$ cat config.mk
export PLATFORM = sky130hd
export DESIGN_NAME = column_stack
export DESIGN_NICKNAME = d
export VERILOG_FILES = /design/src/rtl/board_pkg.sv /design/src/rtl/fall_tick_counter.sv /design/src/rtl/column_stack.sv
export SDC_FILE = /design/constraint.sdc
export NUM_CORES = 1
export LEC_CHECK = 0
export BUFFER_PORTS_ARGS = -buffer_cell sky130_fd_sc_hd__buf_2
export CORE_AREA = 2 2 59 61
export CTS_CLUSTER_SIZE = 24
export DETAILED_ROUTE_END_ITERATION = 10
export DIE_AREA = 0 0 61 63
export GPL_TIMING_DRIVEN = 0
export PLACE_DENSITY = 0.79
export SYNTH_ARGS = -nofsm -noshare
export SYNTH_HDL_FRONTEND = slang
export SYNTH_SLANG_ARGS = --single-unit
$ cat constraint.sdc
create_clock -name clock -period 1.96 [get_ports clock]
set_input_delay 0.294 -clock clock [delete_from_list [all_inputs] [get_ports clock]]
set_output_delay 0.294 -clock clock [all_outputs]
set_load 0.01 [all_outputs]
$ cat src/rtl/board_pkg.sv
// Shared connect-four board types.
//   light_t      : per-cell colour code (off / red / green)
//   col_state_t  : column controller states (IDLE, FALL)
//   valid_player : true only for the two playable colours
package board_pkg;

  typedef enum logic [1:0] {
    LIGHT_OFF   = 2'b00,
    LIGHT_RED   = 2'b01,
    LIGHT_GREEN = 2'b10
  } light_t;

  typedef enum logic {
    IDLE = 1'b0,
    FALL = 1'b1
  } col_state_t;

  function automatic logic valid_player(input light_t p);
    return (p == LIGHT_RED) || (p == LIGHT_GREEN);
  endfunction

endpackage

$ cat src/rtl/fall_tick_counter.sv
// Free-running dwell counter for animations.
// Counts 0..FALL_TICKS-1 while en is high and wraps to 0 after the last tick;
// holds its value while en is low.
//   clock     : rising-edge clock
//   reset     : synchronous active-high, returns count to 0
//   en        : count enable
//   tick_last : high while enabled and count == FALL_TICKS-1
module fall_tick_counter #(
  parameter int FALL_TICKS = 4
) (
  input  logic clock,
  input  logic reset,
  input  logic en,
  output logic tick_last
);

  localparam int CW = (FALL_TICKS > 1) ? $clog2(FALL_TICKS) : 1;

  logic [CW-1:0] count;

  assign tick_last = en && (count == CW'(FALL_TICKS - 1));

  always_ff @(posedge clock) begin
    if (reset) begin
      count <= '0;
    end else if (en) begin
      if (tick_last) count <= '0;
      else           count <= count + 1'b1;
    end
  end

endmodule

$ cat src/rtl/column_stack.sv
// One connect-four board column of ROWS cells (row 0 at the bottom).
// A drop request animates the piece from the top row down, FALL_TICKS cycles
// per row, then commits it into the lowest empty cell.
//   clock  : rising-edge clock
//   reset  : synchronous active-high; empties the column, returns to IDLE
//   drop   : single-cycle drop request, player sampled with it
//   player : 2'b01 red, 2'b10 green; other codes are rejected
//   clear  : synchronous new-game clear, same effect as reset, top priority
//   undo   : (only with COLUMN_STACK_UNDO_EN) remove the top piece in IDLE
//   lights : row r colour at [2r+1:2r]; falling piece overlaid at its row
//   height : number of committed pieces
//   full   : height == ROWS
//   busy   : a piece is falling
//   done   : one-cycle pulse after a commit (or a successful undo)
//   err    : one-cycle pulse after a rejected request
// Optional feature macro: COLUMN_STACK_UNDO_EN.
module column_stack
  import board_pkg::*;
#(
  parameter int ROWS       = 6,
  parameter int FALL_TICKS = 4
) (
  input  logic                       clock,
  input  logic                       reset,
  input  logic                       drop,
  input  logic [1:0]                 player,
  input  logic                       clear,
`ifdef COLUMN_STACK_UNDO_EN
  input  logic                       undo,
`endif
  output logic [2*ROWS-1:0]          lights,
  output logic [$clog2(ROWS+1)-1:0]  height,
  output logic                       full,
  output logic                       busy,
  output logic                       done,
  output logic                       err
);

  localparam int HW = $clog2(ROWS + 1);

  col_state_t          state;
  light_t              colour;
  logic [HW-1:0]       cursor;
  logic [2*ROWS-1:0]   cells;
  logic [2*ROWS-1:0]   overlay;
  logic                tick_last;
  logic                accept;

  fall_tick_counter #(
    .FALL_TICKS (FALL_TICKS)
  ) u_tick (
    .clock     (clock),
    .reset     (reset || clear),
    .en        (state == FALL),
    .tick_last (tick_last)
  );

  assign full   = (height == HW'(ROWS));
  assign busy   = (state == FALL);
  assign accept = drop && valid_player(light_t'(player)) && !full;

  // Cursor always sits on an empty cell, so OR-ing it in never corrupts a
  // committed piece.
  always_comb begin
    overlay = '0;
    if (state == FALL) overlay[2*int'(cursor) +: 2] = colour;
  end

  assign lights = cells | overlay;

  always_ff @(posedge clock) begin
    if (reset || clear) begin
      state  <= IDLE;
      colour <= LIGHT_OFF;
      cursor <= '0;
      cells  <= '0;
      height <= '0;
      done   <= 1'b0;
      err    <= 1'b0;
    end else begin
      done <= 1'b0;
      err  <= 1'b0;
      case (state)
        IDLE: begin
          if (accept) begin
            colour <= light_t'(player);
            cursor <= HW'(ROWS - 1);
            state  <= FALL;
          end else if (drop) begin
            err <= 1'b1;
          end
`ifdef COLUMN_STACK_UNDO_EN
          // A simultaneous drop wins; the undo is then reported as rejected.
          if (undo) begin
            if (drop || (height == '0)) begin
              err <= 1'b1;
            end else begin
              cells[2*(int'(height)-1) +: 2] <= LIGHT_OFF;
              height <= height - 1'b1;
              done   <= 1'b1;
            end
          end
`endif
        end
        FALL: begin
`ifdef COLUMN_STACK_UNDO_EN
          if (drop || undo) err <= 1'b1;
`else
          if (drop) err <= 1'b1;
`endif
          if (tick_last) begin
            if (cursor > height) begin
              cursor <= cursor - 1'b1;
            end else begin
              cells[2*int'(height) +: 2] <= colour;
              height <= height + 1'b1;
              done   <= 1'b1;
              state  <= IDLE;
            end
          end
        end
        default: state <= IDLE;
      endcase
    end
  end

endmodule

* After elaboration in Yosys (flattened, before gate mapping)
Cells that the tools add are included.
** Operators by class
- $add $sub $neg :: 5
- Magnitude comparators :: 1
- Equal/unequal tests :: 7
- Shift-type cells :: 4
- Mux-type cells :: 15
- Bitwise gates (word level) :: 5
- Reductions and logical operators :: 10
** Operators with widths (number)
- negator 4 -> 33 bit :: 2
- variable shift 2 x 33 -> 12 bit (first input constant) :: 2
- indexed part select 2 x 33 -> 12 bit :: 2
- AND 12 bit :: 1
- bitwise mux 12 bit :: 1
- two-way mux 12 bit :: 1
- OR 12 bit :: 1
- two-way mux 3 bit :: 3
- two-way mux 1 bit :: 6
- case mux 3 bit (2 select lines) :: 1
- AND reduction 3 bit :: 2
- == test 2 bit (second input constant) :: 2
- != test 2 x 1 -> 1 bit (second input constant) :: 2
- case mux 1 bit (2 select lines) :: 2
- adder 3 x 1 -> 3 bit (second input constant) :: 1
- == test 3 bit (second input constant) :: 1
- greater-than comparator 3 bit :: 1
- logical AND 1 bit :: 3
- inverter 1 bit :: 3
- OR reduction 3 bit :: 1
- subtractor 3 x 1 -> 3 bit (second input constant) :: 1
- adder 2 x 1 -> 2 bit (second input constant) :: 1
- == test 2 x 1 -> 1 bit (second input constant) :: 1
- logical OR 1 bit :: 2
- 4 further kinds :: 4
** Word-level totals
- Bits in registers :: 25
- Input port bits :: 6
- Word-level logic and storage cells :: 55

* Depth between registers and ports, before layout
- Depth after elaboration :: 6
- Gate-level depth with buffers :: 7
- Depth with buffers taken out :: 7

* By module
From an unflattened synthesis, not the netlist that was laid out.
** Second synthesis, totals
- Cells, all modules :: 161
- Area total of the unflattened synthesis :: 1468.9 um2
** By module, submodules not included
- column_stack :: instances 1, cells an instance 152, area each 1376.3 um2, seq. area each 460.4 um2
- fall_tick_counter :: instances 1, cells an instance 9, area each 92.6 um2, seq. area each 40.0 um2

* Worst setup path after synthesis
Ideal clock, no wire load.
- Kind :: register -> register
- Start :: register height[0]
- End :: register cells[0]
- Arrival time :: 2.085 ns
- Data required time :: 1.842 ns
- Slack :: -0.243 ns
- Cell stages (with the launch flop) :: 7
- Path buffers :: 0
- Clock period less this slack :: 2.203 ns
- Cells stage by stage :: dfxtp_1 inv_1 ha_1 ha_1 or4b_1 or3_4 mux2i_1
** On the way
- Word-level cells in the longest chain between the ends :: 3
** RTL lines
- from (decl) :: line column_stack.sv:32 : output logic [$clog2(ROWS+1)-1:0] height,
- from (signal assigned) :: line column_stack.sv:116 : height <= height + 1'b1;
- negator 4 -> 33 bit / greater-than comparator 3 bit (equally long branches) :: line column_stack.sv:115, column_stack.sv:112
- indexed part select 2 x 33 -> 12 bit, or another cell as far along :: line column_stack.sv:115 : cells[2*int'(height) +: 2] <= colour;
- bitwise mux 12 bit / AND reduction 3 bit (equally long branches)
- to (signal, indexed assignment) :: line column_stack.sv:115
- to (decl) :: line column_stack.sv:44 : logic [2*ROWS-1:0] cells;
Parallel ways exist; a longest one is shown, timed or not.
A chain may end at the register's enable or synchronous reset.

* Final worst setup path
- Start :: register cursor[0]
- End :: output lights[0]
** On the way
- Word-level cells in the longest chain between the ends :: 5
** RTL lines
- from (decl) :: line column_stack.sv:43 : logic [HW-1:0] cursor;
- from (signal assigned) :: line column_stack.sv:87 : cursor <= HW'(ROWS - 1);
- from (signal assigned) :: line column_stack.sv:113 : cursor <= cursor - 1'b1;
- negator 4 -> 33 bit * :: line column_stack.sv:66 : if (state == FALL) overlay[2*int'(cursor) +: 2] = colour;
- indexed part select 2 x 33 -> 12 bit / variable shift 2 x 33 -> 12 bit (equally long branches) :: line column_stack.sv:66
- AND 12 bit (no source line) *
- two-way mux 12 bit * :: line column_stack.sv:66
- OR 12 bit * :: line column_stack.sv:69 : assign lights = cells | overlay;
- to (decl) :: line column_stack.sv:31 : output logic [2*ROWS-1:0] lights,
Mark *: on every way between the ends. The rest lies on a longest branch, timed or not.

==> impl_metrics.tcl <==
set metrics [dict create \
    status "complete, but fails checks" \
    violations "setup timing" \
    leakagePower_nw 0.955 \
    slowest_delay_ns 0.38 \
    syn2layout_area_growth_pct 43.1 \
    detail_route.vias_per_cell 5.61 \
    routedWlPerCell_um 16.1 \
    cp.required_ns 1.67 \
    max_freq_ghz 0.473 \
    place_ws_ns -0.178 \
    setup_viol 12 \
    grt_pass1_wl_um 6560 \
    synth_top_area_share_pct 32.8 \
    die_w_um 61 \
    cts_tree "yes" \
    critPathArrivalTime_ns 1.82 \
    dp_cells 244 \
    power.density_mw_per_mm2 410 \
    maxSlewHeadroom_pct 44.6 \
    cp-start-kind "flop" \
    drc 0 \
    vias 1504 \
    die_h_um 63 \
    power_frac_comb_pct 16.8 \
    critPathCaptureType "primary output" \
    switching_power_w 0.000239 \
    io_buffer_count 24 \
    path_cells "inv_4 -> ha_4 -> ha_4 -> and3b_1 -> and3_4 -> a21o_1 -> buf_2" \
    num-fill-cells 248 \
    synth_area_leaders "dfxtp_1 33%, ha_1 11%, mux2i_1 8.5%" \
    hold_path_class "input port to flop" \
    place_hpwl_um 2520 \
    cp.buffers_inverters 2 \
    worstSetupPathType "flop to primary output" \
    intPower_w 0.000657 \
    num_io_pins 25 \
    syn_nets 194 \
    ctsHoldBuffers 0 \
    fin_setup_tns_ns -1.20 \
    nNetsFinal 243 \
    critPathMaxFanout 2 \
    ctsLongestPathBuffers 2 \
    dieArea_mm2 0.00384 \
    fin_crit_sh_pct 108 \
    groute.usage.overall_pct 21.9 \
    grt_pass1_vias 1443 \
    routabilityCongestion 0.884 \
    syn_area_mm2 0.00153 \
    clock_sinks 25 \
    clk_pin_slew_ns 0.13 \
    final_cell_mix "22 x nand2_1, 19 x dfxtp_1, 17 x buf_2" \
    cp_slowest_cell "dfxtp_4" \
    crit_top_cell "ha_4" \
    hold_viol_final 0 \
    max-cap-violations 0 \
    cp_top_family "adder cells" \
    p_clk_share_pct 25.9 \
    drt-initial-drc-count 74 \
    antenna_found_initial 0 \
    worstMarginPinSlew_ns 0.825 \
    drive_gt1_share_pct 43.7 \
    power_w 0.000896 \
    rsz0062_at_grt "true" \
    diodes 0 \
    firstDrtPassIters 4 \
    ys_ff_latch 25 \
    final_common_cell "nand2_1" \
    grt_overflow 0 \
    drt_wl_total_um 4320 \
    avgSynthCellArea_um2 8.77 \
    row_count 21 \
    fin_ws_ns -0.154 \
    synth_top_area_cell "dfxtp_1" \
    skew_ns 0.00653 \
    finalCriticalPeriod_ns 2.11 \
    synth_cells 174 \
    seq_power_share_pct 57.4 \
    initial_core_util_pct 47.2 \
    clockRootBuffer "clkbuf_4" \
    clock_latency_ns 0.32 \
    final_cells 268 \
    ir_drop_uv 488 \
    synth.distinct_cells 40 \
    postRouteAntennaNets 0 \
    core_area_mm2 0.00323 \
    synth_warnings 0 \
    htree_levels 1 \
    ys_seq_area_share_pct 32.8 \
    drv_slew 0 \
    grt_start_max_net_pins 14 \
    numCtsBuffers 3 \
    whs_ns 0.182 \
    swShare_pct 26.7 \
]
[final cells by class]
cell class / instances / area [um^2] / area share (%)
Buffer: 9 / 48.8 / 2.23
Clock buffer: 4 / 26.3 / 1.20
Inverter: 7 / 33.8 / 1.55
Multi-Input combinational cell: 133 / 1170 / 53.4
Sequential cell: 25 / 518 / 23.7
Tap cell: 46 / 57.6 / 2.63
Timing Repair Buffer: 44 / 333 / 15.2
[stage by stage]
| step | instance area [um^2] | util, % |
|---|---|---|
| floorplan | 1550 | - |
| global placement | 1720 | 53.3 |
| detailed placement | 1720 | 53.3 |
| CTS | 1990 | 61.5 |
| global route | 2180 | 67.6 |
| finish | 2180 | 67.6 |
[kinds of logic after synthesis]
family / count (synthesis) / share of synthesized area, %
mux: 13 / 8.52
compound gates: 33 / 14.9
buf+inv: 16 / 4.67
simple gates: 72 / 27.1
xor+xnor: 1 / 0.574
fa+ha+maj: 14 / 11.5
flops: 25 / 32.8
[worst paths after layout]
kind	slack [ns]	depth (start not counted)	end	from
setup / recovery	-0.15	7	lights[0]	cursor[0]
hold / removal	0.18	2	colour[1]	player[0]
setup reg to reg	0.04	7	cells[6]	cursor[1]
hold reg to reg	0.47	2	cells[7]	cells[7]
[layer usage]
metal | part of all wire (%) | routed length (um) | vias to the layer above | global-route usage [%]
met4 | 4.0 | 174 | 0 | 4.89
met5 | 0 | 0 | - | 0
met3 | 4.7 | 204 | 18 | 4.14
li1 | - | - | 723 | -
met1 | 41 | 1790 | 701 | 28.5
met2 | 50 | 2150 | 62 | 36.7
[state kept, by name, indices dropped and copies added (netlist names)]
register and cells:
cells 12, cursor 3, height 3, colour 2
u_tick.count 2, busy 1, done 1, err 1
[synthesized netlist by cell type]
cell type,instances
a211oi_1,2
a21o_1,7
a21oi_1,7
a311oi_1,2
a31o_2,7
and2_0,1
and3_1,4
and3b_1,2
and4b_1,1
buf_4,1
buf_6,1
clkbuf_1,7
dfxtp_1,25
ha_1,14
inv_1,7
mux2i_1,13
nand2_1,23
nand2_4,1
nand2b_1,1
nand3_1,9
nand3b_1,1
nand4_1,3
nand4b_1,1
nor2_1,8
nor2b_1,4
nor3_1,4
nor3b_1,1
nor4_2,1
nor4_4,1
nor4b_1,1
o21a_1,1
o21ai_0,5
o21ai_1,1
o41ai_1,1
or2_2,1
or3_1,1
or3_4,1
or4_4,1
or4b_1,1
xor2_1,1
[power by group through the flow]
stage / clock network (W) / logic, W / registers, W
floorplan: 0 / 0.0000632 / 0.000528
global route: 0.000263 / 0.000162 / 0.000515
CTS: 0.000240 / 0.000121 / 0.000515
finish: 0.000232 / 0.000150 / 0.000514
global placement: 0 / 0.0000887 / 0.000527
detailed placement: 0 / 0.0000898 / 0.000528
[what timing repair did]
action	4_1_cts	5_1_grt
gates cloned	0	1
endpoints found under the setup margin	24	24
pin swaps	11	14
buffers inserted	11	9
gates resized for setup	36	31
Note: power is estimated with default switching activity, not from simulation.
